File: src/rtl/life_pkg.sv
// life_pkg: shared state encoding and seed constants for the Life seed controller
package life_pkg;
  typedef enum logic [2:0] {
    IDLE  = 3'd0,
    RAND  = 3'd1,
    PLAY  = 3'd2,
    PAUSE = 3'd3
  } state_t;
  localparam logic [63:0] DEF_SEED = 64'h0412_6424_0034_3C28;
  localparam logic [63:0] DEF_TAPS = 64'hD800_0000_0000_0000;
endpackage

File: src/rtl/lfsr_galois.sv
// lfsr_galois: free-running right-shift Galois LFSR with all-zero lockup recovery
module lfsr_galois
  import life_pkg::*;
#(
  parameter int               WIDTH = 64,
  parameter logic [WIDTH-1:0] TAPS  = DEF_TAPS[WIDTH-1:0],
  parameter logic [WIDTH-1:0] INIT  = DEF_SEED[WIDTH-1:0]
) (
  input  logic             clk,
  input  logic             reset,
  output logic [WIDTH-1:0] lfsr
);
  always_ff @(posedge clk or posedge reset)
    if (reset) lfsr <= INIT;
    else lfsr <= (lfsr == '0) ? INIT : (lfsr >> 1) ^ (lfsr[0] ? TAPS : '0);
endmodule

File: src/rtl/life_seed_ctrl.sv
// life_seed_ctrl: seed register, play/pause FSM and generation step divider for the Life grid
module life_seed_ctrl
  import life_pkg::*;
#(
  parameter int          GRID_W       = 64,
  parameter logic [63:0] LFSR_TAPS    = DEF_TAPS,
  parameter logic [63:0] DEFAULT_SEED = DEF_SEED,
  parameter int          TICK_DIV     = 4,
  parameter int          GEN_W        = 16
) (
  input  logic              clk,
  input  logic              reset,
  input  logic              start,
  input  logic              randomize,
  input  logic              load,
  input  logic              pause,
  input  logic [GRID_W-1:0] input_seed,
  output logic [GRID_W-1:0] output_seed,
  output logic              seed_valid,
  output logic              step,
  output logic [GEN_W-1:0]  gen_count,
  output logic [2:0]        state_o
);
  localparam int CW = TICK_DIV > 1 ? $clog2(TICK_DIV) : 1;
  localparam logic [GRID_W-1:0] SEED0 = DEFAULT_SEED[GRID_W-1:0];
  logic [GRID_W-1:0] lfsr;
  logic [CW-1:0] cnt;
  state_t state, nxt;
  logic wrap, stay, wr;
  lfsr_galois #(
    .WIDTH(GRID_W),
    .TAPS (LFSR_TAPS[GRID_W-1:0]),
    .INIT (SEED0)
  ) u_lfsr (
    .clk  (clk),
    .reset(reset),
    .lfsr (lfsr)
  );
  always_comb begin
    nxt  = randomize ? RAND :
           load ? IDLE :
           (start && state != PLAY) ? PLAY :
           (pause && state == PLAY) ? PAUSE : state;
    wrap = cnt == CW'(TICK_DIV - 1);
    stay = state == PLAY && nxt == PLAY;
    wr   = randomize | load;
  end
  assign state_o = state;
  // the divider only advances on cycles that both start and end in PLAY, so leaving PLAY never emits a step
  always_ff @(posedge clk or posedge reset)
    if (reset) begin
      state       <= IDLE;
      output_seed <= SEED0;
      seed_valid  <= 1'b0;
      step        <= 1'b0;
      gen_count   <= '0;
      cnt         <= '0;
    end else begin
      state      <= nxt;
      seed_valid <= wr;
      step       <= stay && wrap;
      if (wr) begin
        output_seed <= randomize ? lfsr : (input_seed == '0 ? SEED0 : input_seed);
        cnt         <= '0;
        gen_count   <= '0;
      end else if (stay) begin
        cnt <= wrap ? '0 : cnt + 1'b1;
        if (wrap && !(&gen_count)) gen_count <= gen_count + 1'b1;
      end
    end
endmodule

File: config.mk
export PLATFORM = sky130hd
export DESIGN_NAME = life_seed_ctrl
export DESIGN_NICKNAME = d
export VERILOG_FILES = /design/src/rtl/life_pkg.sv /design/src/rtl/lfsr_galois.sv /design/src/rtl/life_seed_ctrl.sv
export SDC_FILE = /design/constraint.sdc
export NUM_CORES = 1
export LEC_CHECK = 0
export ABC_AREA = 1
export CELL_PAD_IN_SITES_DETAIL_PLACEMENT = 1
export CELL_PAD_IN_SITES_GLOBAL_PLACEMENT = 2
export CORE_MARGIN = 1.5
export CORE_UTILIZATION = 29
export CTS_CLUSTER_SIZE = 8
export DETAILED_ROUTE_END_ITERATION = 6
export PLACE_DENSITY_LB_ADDON = 0.1
export SLEW_MARGIN = 15
export SYNTH_ARGS = -nofsm -noshare
export SYNTH_HDL_FRONTEND = slang
export SYNTH_SLANG_ARGS = --single-unit
File: constraint.sdc
create_clock -name clk -period 6.45 [get_ports clk]
set_clock_uncertainty 0.1 [all_clocks]
set_input_delay 1.29 -clock clk [delete_from_list [all_inputs] [get_ports clk]]
set_output_delay 1.29 -clock clk [all_outputs]
set_load 0.02 [all_outputs]
==> flow_summary_export.csv, run 1 <==
group,metric,value,unit
run_status,status,"finished clean",
power,p_leak,0.00402,uW
synth,avgSynthCellArea,8.52,sq um
timing,finalHoldViolCount,0,
power,fin_total_pwr,2270,uW
global_route,antenna_found_initial,0,
synth,synth.area.top_cells,"dfrtp_1 43%, nand2_1 14%, dfstp_2 13%, o211ai_1 5.0%, nor2_1 4.7%",
detailed_routing,drc_errors,0,
die,num_io_pins,155,
global_route,grt_pass1_vias,5973,
finish,layout_commonest_cell,"nand2_1",
detailed_routing,routed_wl,19900,um
worst_hold_path,min_from,"u_lfsr.lfsr[9]",
detailed_routing,dr.pass1.iters,5,
finish,num_antenna_cells,0,
synth,yosysSeqAreaShare,56.7,%
clocking,cts_root_buffer,"clkbuf_16",
power,vdd_drop_max,156,uV
finish,layout_common_cells,"250 x nand2_1, 153 x clkdlybuf4s50_1, 117 x dfrtp_1",
synth,netlist.top_cell.by_area,"dfrtp_1",
synth,synth_top_cell_area_share,43.5,%
clocking,numCtsBuffers,17,
timing,fin_crit,3.49,ns
worst_setup_path,start_kind,"input port",
detailed_routing,ant_nets,0,
synth,ys_types,29,
detailed_routing,wl_per_cell,16.6,um
placed_design,dp_cells,1164,
die,core_area,22700,sq um
worst_setup_path,cp_max_fo,51,
timing,timing.setup.tns,0,ns
finish,final_cells,1196,
global_route,grt_max_degree,114,
worst_setup_path,reg2reg_from,"u_lfsr.lfsr[0]",
worst_setup_path,slowest_delay,0.71,ns
finish,drive_gt1_share,11.7,%
synth,yosysWarnings,0,
worst_setup_path,endpoint_kind,"flop",
clocking,clock-sinks,151,
die,fp.dieW,155,um
worst_setup_path,cp-startpoint,"load",
worst_setup_path,cp.required,6.72,ns
global_route,grt_first_pass_wirelength,32100,um
worst_hold_path,hold_class,"reg2reg",
synth,ys_seq_elements,151,
clocking,clk_path_buf_depth,2,
detailed_routing,via_count,5445,
clocking,hold_buffers,0,
die,num_rows,55,
timing,tightest_slew,1.04,ns
placed_design,portBuffers,154,
clocking,cts-htree-levels,4,
die,initial_core_util,29.7,%
power,power.density,253,nW/um^2
finish,area_delta_synth_final,33.0,%
detailed_routing,drtIter0Drc,229,
finish,layout.nets,970,
timing,slew_violations,0,
timing,period_share,54.1,%
synth,synth_nets,863,
placed_design,gp_congestion,0.754,
worst_setup_path,path_class,"in2reg",
clocking,clk_pin_slew,0.07,ns
timing,fmax,287,MHz
synth,syn_inst,791,
global_route,grt_usage,17.3,%
global_route,grt_overflow,0,
worst_setup_path,path_common_cell,"nand2_1",
synth,syn_area,6740,sq um
worst_setup_path,slowest_stage,"nor2_4",
worst_setup_path,cp.arrival,3.75,ns
timing,holdWs,0.273,ns
die,die_h,155,um
placed_design,place_hpwl,13900,um
clocking,post_cts_resized,0,
worst_setup_path,cp_cell_sequence,"clkdlybuf4s50_1 > nor2_4 > buf_4 > nand2_1 > nand2_4 > nand2_1 > nand2_1",
detailed_routing,vias_per_cell,4.55,
timing,finalSetupViolCount,0,
clocking,clock_latency,0.42,ns
die,die-area,24200,sq um
timing,slew_headroom,30.6,%
clocking,tritoncts,"yes",
timing,rsz0062_at_grt,"false",
clocking,post-cts-setup-buffers,0,
flow_run,maxCapViolCount,0,
[worst max-delay path: cells and delay by family]
| kind | cells | cell delay, ns |
|---|---|---|
| buffers and inverters | 2 | 1.10 |
| AND/OR/NAND/NOR | 5 | 1.33 |
[cells by family after synthesis]
| family | synth area share, % |
|---|---|
| XOR/XNOR | 1.82 |
| AND/OR/NAND/NOR | 24.8 |
| buffers and inverters | 9.12 |
| AO/OA/AOI/OAI | 7.17 |
| flip-flops | 56.7 |
| adder cells (fa/ha/maj) | 0.371 |
[sequential cells by signal (all words and copies together), names as in the netlist]
signal,count
output_seed,64
u_lfsr.lfsr,64
gen_count,16
state_o,3
cnt,2
seed_valid,1
step,1
[through the flow]
step	area (sq um)	setup WS (ns)	util [%]
after floorplan	6740	1.05	-
after global placement	8370	2.50	36.9
after detailed placement	8370	2.43	36.9
after CTS	8960	2.90	39.5
after global routing	8960	2.68	39.5
final	8960	2.96	39.5
[path summary, 6_finish.rpt]
| path | endpoint | slack, ns | cells past startpoint |
|---|---|---|---|
| min in group asynchronous | output_seed[51] | 1.39 | 2 |
| min reg2reg | u_lfsr.lfsr[8] | 0.27 | 0 |
| max in group asynchronous | u_lfsr.lfsr[21] | 3.66 | 3 |
| max | gen_count[10] | 2.96 | 7 |
| max reg2reg | u_lfsr.lfsr[18] | 4.55 | 7 |
| min | u_lfsr.lfsr[8] | 0.27 | 0 |
[layout make-up]
cell class                      instances  area (sq um)
Inverter                               87           332
Timing Repair Buffer                  157          1560
Sequential cell                       151          3820
Clock buffer                           19           443
Tap cell                              285           357
Fill cell                            2632         13700
Clock inverter                         13           148
Multi-Input combinational cell        484          2300
[synthesized netlist by cell type (all sizes together)]
master / count
nor2: 91
o211ai: 45
nand4: 18
nor3: 1
a22oi: 2
or2: 1
o21ai: 5
xor2: 13
ha: 2
dfrtp: 117
nand3: 12
xnor2: 1
nand2: 275
dfstp: 34
clkbuf: 59
a31o: 1
inv: 87
a21oi: 17
buf: 10
[where the power goes]
| part | switching (uW) | internal (uW) |
|---|---|---|
| clock | 417 | 584 |
| combinational | 144 | 117 |
| sequential | 21.1 | 987 |
| total | 582 | 1690 |
[metal layers]
layer	vias to the layer above	share of wire, %	track usage (%)
li1	2635	-	-
met1	2668	49	23.7
met2	127	46	28.0
met3	15	4.0	3.70
met4	0	0.71	4.35
met5	-	0	0
Power figures use the tool's default switching activity.
==> inputs of run 2 (changes only) <==
==> constraint.sdc (replaced) <==
create_clock -name clk -period 3.43 [get_ports clk]
set_clock_uncertainty 0.1 [all_clocks]
set_input_delay 0.686 -clock clk [delete_from_list [all_inputs] [get_ports clk]]
set_output_delay 0.686 -clock clk [all_outputs]
set_load 0.02 [all_outputs]
==> run 2 against run 1 <==
  * Die area is the same
  * Hold slack hardly changed
  * Critical path depth increased by 3
  * Flip-flop and latch count unchanged
  * Setup slack lost 2.0 ns
  * Sequential share of layout area shrank 0.31 points
  * First-iteration DRC count is 25% lower
  * Critical path type unchanged
  * Critical endpoint is now output_seed[42]
==> flow_summary_export.csv, run 2 (synthesized netlist as in run 1, its figures left out) <==
group,metric,value,unit
die,die_h,155,um
die,fp.dieW,155,um
power,vdd_drop_max,288,uV
timing,fin_crit,2.43,ns
finish,top_regs,"output_seed: 64 flops, u_lfsr.lfsr: 64 flops, gen_count: 16 flops",
global_route,grt_overflow,0,
placed_design,place_hpwl,13900,um
clocking,hold_buffers,0,
detailed_routing,drc_errors,0,
detailed_routing,drtIter0Drc,171,
clocking,post-cts-setup-buffers,0,
finish,num_antenna_cells,0,
timing,finalHoldViolCount,0,
flow_run,maxCapViolCount,0,
worst_setup_path,path_common_cell,"nand2_1",
finish,drive_gt1_share,12.3,%
placed_design,portBuffers,154,
timing,rsz0062_at_grt,"false",
detailed_routing,dr.pass1.iters,4,
clocking,numCtsBuffers,17,
worst_setup_path,cp_max_fo,17,
detailed_routing,via_count,5412,
detailed_routing,vias_per_cell,4.51,
finish,layout_common_cells,"250 x nand2_1, 153 x clkdlybuf4s50_1, 117 x dfrtp_1",
worst_setup_path,crit_family,"simple AND/OR/NAND/NOR gates",
placed_design,dp_slack,0.491,ns
die,die-area,24200,sq um
worst_setup_path,cp_cell_sequence,"clkdlybuf4s50_1 > nor2_1 > nand2_1 > nor2_1 > nand2_1 > nor2_1 > nand2_1 > nand2_1 > nand2_1 > nand2_1",
finish,area_delta_synth_final,34.0,%
timing,slew_violations,0,
power,p_comb_share,11.6,%
timing,slew_headroom,39.4,%
clocking,tritoncts,"yes",
global_route,grt_max_degree,86,
run_status,status,"finished clean",
worst_setup_path,crit_buf_inv,1,
worst_setup_path,slowest_stage,"nand2_1",
worst_setup_path,start_kind,"input port",
global_route,grt_pass1_vias,6041,
timing,tightest_slew,0.909,ns
timing,timing.setup.tns,0,ns
global_route,antenna_found_initial,0,
clocking,clk_path_buf_depth,2,
clocking,cts-htree-levels,4,
worst_hold_path,hold_class,"reg2reg",
timing,period_share,70.8,%
clocking,post_cts_resized,0,
die,core_area,22700,sq um
global_route,grt_first_pass_wirelength,32600,um
die,num_io_pins,155,
worst_setup_path,endpoint_kind,"flop",
placed_design,gp_congestion,0.778,
finish,layout_commonest_cell,"nand2_1",
timing,fmax,412,MHz
worst_setup_path,slowest_delay,0.52,ns
die,initial_core_util,29.7,%
power,internal-power,3220,uW
clocking,cts_root_buffer,"clkbuf_16",
finish,layout.nets,975,
power,fin_total_pwr,4310,uW
detailed_routing,ant_nets,0,
worst_setup_path,path_class,"in2reg",
worst_setup_path,cp.arrival,2.69,ns
power,p_leak,0.00406,uW
clocking,clock_latency,0.42,ns
worst_setup_path,cp.required,3.69,ns
timing,setup_ws,1.00,ns
clocking,clk_pin_slew,0.06,ns
die,num_rows,55,
clocking,clock-sinks,151,
detailed_routing,routed_wl,19900,um
power,clkPwrFrac,44.5,%
power,p_sw,1090,uW
power,power.density,478,nW/um^2
power,switching_share,25.4,%
finish,num-fill-cells,2667,
detailed_routing,wl_per_cell,16.6,um
global_route,grt_usage,17.5,%
timing,finalSetupViolCount,0,
power,seq_power_share,43.9,%
[run 2: path summary, 6_finish.rpt]
| kind | start | end | slack [ns] | depth (start not counted) |
|---|---|---|---|---|
| setup / recovery | input_seed[63] | output_seed[42] | 1.00 | 10 |
| hold / removal | u_lfsr.lfsr[33] | u_lfsr.lfsr[32] | 0.27 | 0 |
| setup reg to reg | u_lfsr.lfsr[0] | u_lfsr.lfsr[18] | 1.55 | 7 |
| hold reg to reg | u_lfsr.lfsr[33] | u_lfsr.lfsr[32] | 0.27 | 0 |
| max in group asynchronous | reset | u_lfsr.lfsr[26] | 1.93 | 3 |
| min in group asynchronous | reset | output_seed[50] | 0.48 | 2 |
[run 2: layout make-up]
cell class / instances / area [sq um] / share of cell area (%)
clock buffers: 20 / 467 / 5.17
clock inverters: 12 / 141 / 1.57
inverters: 87 / 330 / 3.66
multi-input cells: 484 / 2300 / 25.5
flip-flops and latches: 151 / 3820 / 42.3
well taps: 285 / 357 / 3.95
repair buffers: 162 / 1610 / 17.8
[run 2: power groups by stage]
stage	combinational (uW)	clock (uW)	sequential (uW)
2_1_floorplan	155	0	1990
3_3_place_gp	504	0	1920
3_5_place_dp	508	0	1920
4_1_cts	511	1980	1890
5_1_grt	546	2060	1900
6_report	500	1920	1890
[run 2: layer usage]
metal	share of wire [%]	global-route usage, %	vias to the layer above
li1	-	-	2647
met1	48	23.8	2648
met2	47	28.2	104
met3	4.2	4.37	13
met4	0.80	3.95	0
met5	0	0	-
[run 2: metrics by stage]
stage,util (%),hold WS [ns],std cells,area (sq um)
finish,39.7,0.273,1201,9030
detailed placement,37.1,0.264,1169,8420
floorplan,-,0.329,791,6740
CTS,39.7,0.277,1201,9030
global route,39.7,0.286,1201,9030
global placement,37.1,0.257,1169,8420
==> inputs of run 3 (changes only) <==
==> constraint.sdc (replaced) <==
create_clock -name clk -period 2.51 [get_ports clk]
set_clock_uncertainty 0.1 [all_clocks]
set_input_delay 0.502 -clock clk [delete_from_list [all_inputs] [get_ports clk]]
set_output_delay 0.502 -clock clk [all_outputs]
set_load 0.02 [all_outputs]
==> run 3 against run 2 <==
  * Total power rose by 34%
  * Count of clock-buffer cells in the layout shrank 2
  * Wire length up 0.12%
  * Largest cell class unchanged
  * Highest routed layer unchanged
  * Cell count about the same
==> flow_summary_export.csv, run 3 (synthesized netlist as in run 1, its figures left out) <==
group,metric,value,unit
timing,slew_headroom,49.1,%
power,internal-power,4230,uW
worst_setup_path,endpoint_kind,"output port",
worst_setup_path,crit_buf_inv,1,
detailed_routing,via_count,5463,
clocking,post-cts-setup-buffers,0,
finish,layout_common_cells,"250 x nand2_1, 153 x clkdlybuf4s50_1, 117 x dfrtp_1",
clocking,hold_buffers,0,
timing,tightest_slew,0.761,ns
worst_setup_path,start_kind,"flop",
worst_setup_path,cp_cell_sequence,"clkdlybuf4s50_1",
worst_setup_path,cp_max_fo,5,
global_route,grt_first_pass_wirelength,32400,um
power,p_sw,1530,uW
timing,setup_ws,0.286,ns
clocking,clock-sinks,151,
clocking,clock_latency,0.43,ns
worst_setup_path,cp.arrival,1.62,ns
finish,drive_gt1_share,12.3,%
finish,top_regs,"output_seed: 64 flops, u_lfsr.lfsr: 64 flops, gen_count: 16 flops",
global_route,grt_max_degree,88,
global_route,grt.busiest_layer,"met2",
global_route,grt_pass1_vias,6019,
power,seq_power_share,44.9,%
worst_setup_path,crit_family,"buffers and inverters",
power,p_comb_share,11.9,%
worst_setup_path,slowest_delay,0.68,ns
detailed_routing,wl_per_cell,16.6,um
clocking,numCtsBuffers,17,
power,switching_share,26.6,%
clocking,cts-htree-levels,4,
power,clkPwrFrac,43.2,%
worst_setup_path,cp.required,1.91,ns
power,power.density,639,nW/um^2
finish,num-fill-cells,2631,
worst_setup_path,path_class,"reg2out",
timing,timing.setup.tns,0,ns
global_route,grt_util_met1,23.0,%
die,die-area,24200,sq um
power,vdd_drop_max,410,uV
die,die_h,155,um
power,p_leak,0.00406,uW
clocking,clk_path_buf_depth,2,
placed_design,dp_slack,0.137,ns
flow_run,maxCapViolCount,0,
timing,fin_crit,2.22,ns
die,num_rows,55,
global_route,grt_usage,17.4,%
global_route,grt.met3_usage,3.82,%
clocking,post_cts_resized,0,
detailed_routing,drc_errors,0,
timing,finalHoldViolCount,0,
detailed_routing,dr.pass1.iters,4,
die,num_io_pins,155,
worst_setup_path,slowest_stage,"clkdlybuf4s50_1",
finish,multiInputGateArea,2300,sq um
global_route,met2_usage,28.5,%
placed_design,place_hpwl,13900,um
detailed_routing,ant_nets,0,
worst_hold_path,hold_class,"reg2reg",
placed_design,portBuffers,154,
clocking,cts_root_buffer,"clkbuf_16",
finish,seq_area,3820,sq um
finish,area_delta_synth_final,34.1,%
timing,rsz0062_at_grt,"false",
finish,layout.nets,976,
global_route,grt_overflow,0,
die,fp.dieW,155,um
detailed_routing,vias_per_cell,4.54,
clocking,clk_pin_slew,0.07,ns
timing,finalSetupViolCount,0,
detailed_routing,routed_wl,19900,um
power,fin_total_pwr,5770,uW
detailed_routing,drtIter0Drc,284,
die,core_area,22700,sq um
clocking,tritoncts,"yes",
die,initial_core_util,29.7,%
finish,num_antenna_cells,0,
run_status,status,"finished clean",
timing,period_share,88.6,%
global_route,antenna_found_initial,0,
placed_design,gp_congestion,0.759,
finish,layout_commonest_cell,"nand2_1",
timing,fmax,450,MHz
timing,slew_violations,0,
==> run 3: cell types whose count changed in the layout (fill, tap and decap cells not counted), sizes merged <==
cell	before	now
inv	89	92
clkinvlp	6	5
buf	9	10
clkinv	2	3
bufinv	2	1
clkbuf	20	18
==> run 3: metrics by stage <==
step / hold slack, ns / cell area, sq um / std cells / util, %
after detailed placement: 0.263 / 8460 / 1170 / 37.3
after global routing: 0.281 / 9030 / 1202 / 39.8
after CTS: 0.278 / 9030 / 1202 / 39.8
final: 0.276 / 9030 / 1202 / 39.8
after global placement: 0.259 / 8460 / 1170 / 37.3
after floorplan: 0.329 / 6740 / 791 / -
==> run 3: final cells by class <==
cell class              count  area share (%)
clock buffers              18            4.75
clock inverters            14            1.54
inverters                  87            3.66
multi-input cells         484            25.5
flip-flops and latches    151            42.3
well taps                 285            3.95
repair buffers            163            18.3
==> run 3: power by group through the flow <==
| stage | Combinational (uW) | Sequential, uW | Clock (uW) |
|---|---|---|---|
| 2_1_floorplan | 212 | 2720 | 0 |
| 3_3_place_gp | 692 | 2630 | 0 |
| 3_5_place_dp | 700 | 2630 | 0 |
| 4_1_cts | 703 | 2590 | 2570 |
| 5_1_grt | 751 | 2600 | 2680 |
| 6_report | 689 | 2590 | 2490 |
==> run 3: path summary, 6_finish.rpt <==
path	from	end	slack (ns)	cells after the start
worst max-delay path	gen_count[8]	gen_count[8]	0.29	1
worst min-delay path	u_lfsr.lfsr[9]	u_lfsr.lfsr[8]	0.28	0
worst max register to register	u_lfsr.lfsr[31]	u_lfsr.lfsr[34]	0.62	7
worst min register to register	u_lfsr.lfsr[9]	u_lfsr.lfsr[8]	0.28	0
max in group asynchronous	reset	u_lfsr.lfsr[21]	1.40	3
min in group asynchronous	reset	u_lfsr.lfsr[47]	0.43	3
==> run 3: per-layer routing <==
layer,vias to the layer above,part of all wire [%]
li1,2642,-
met1,2687,47
met2,115,47
met3,19,4.5
met4,0,1.2
met5,-,0
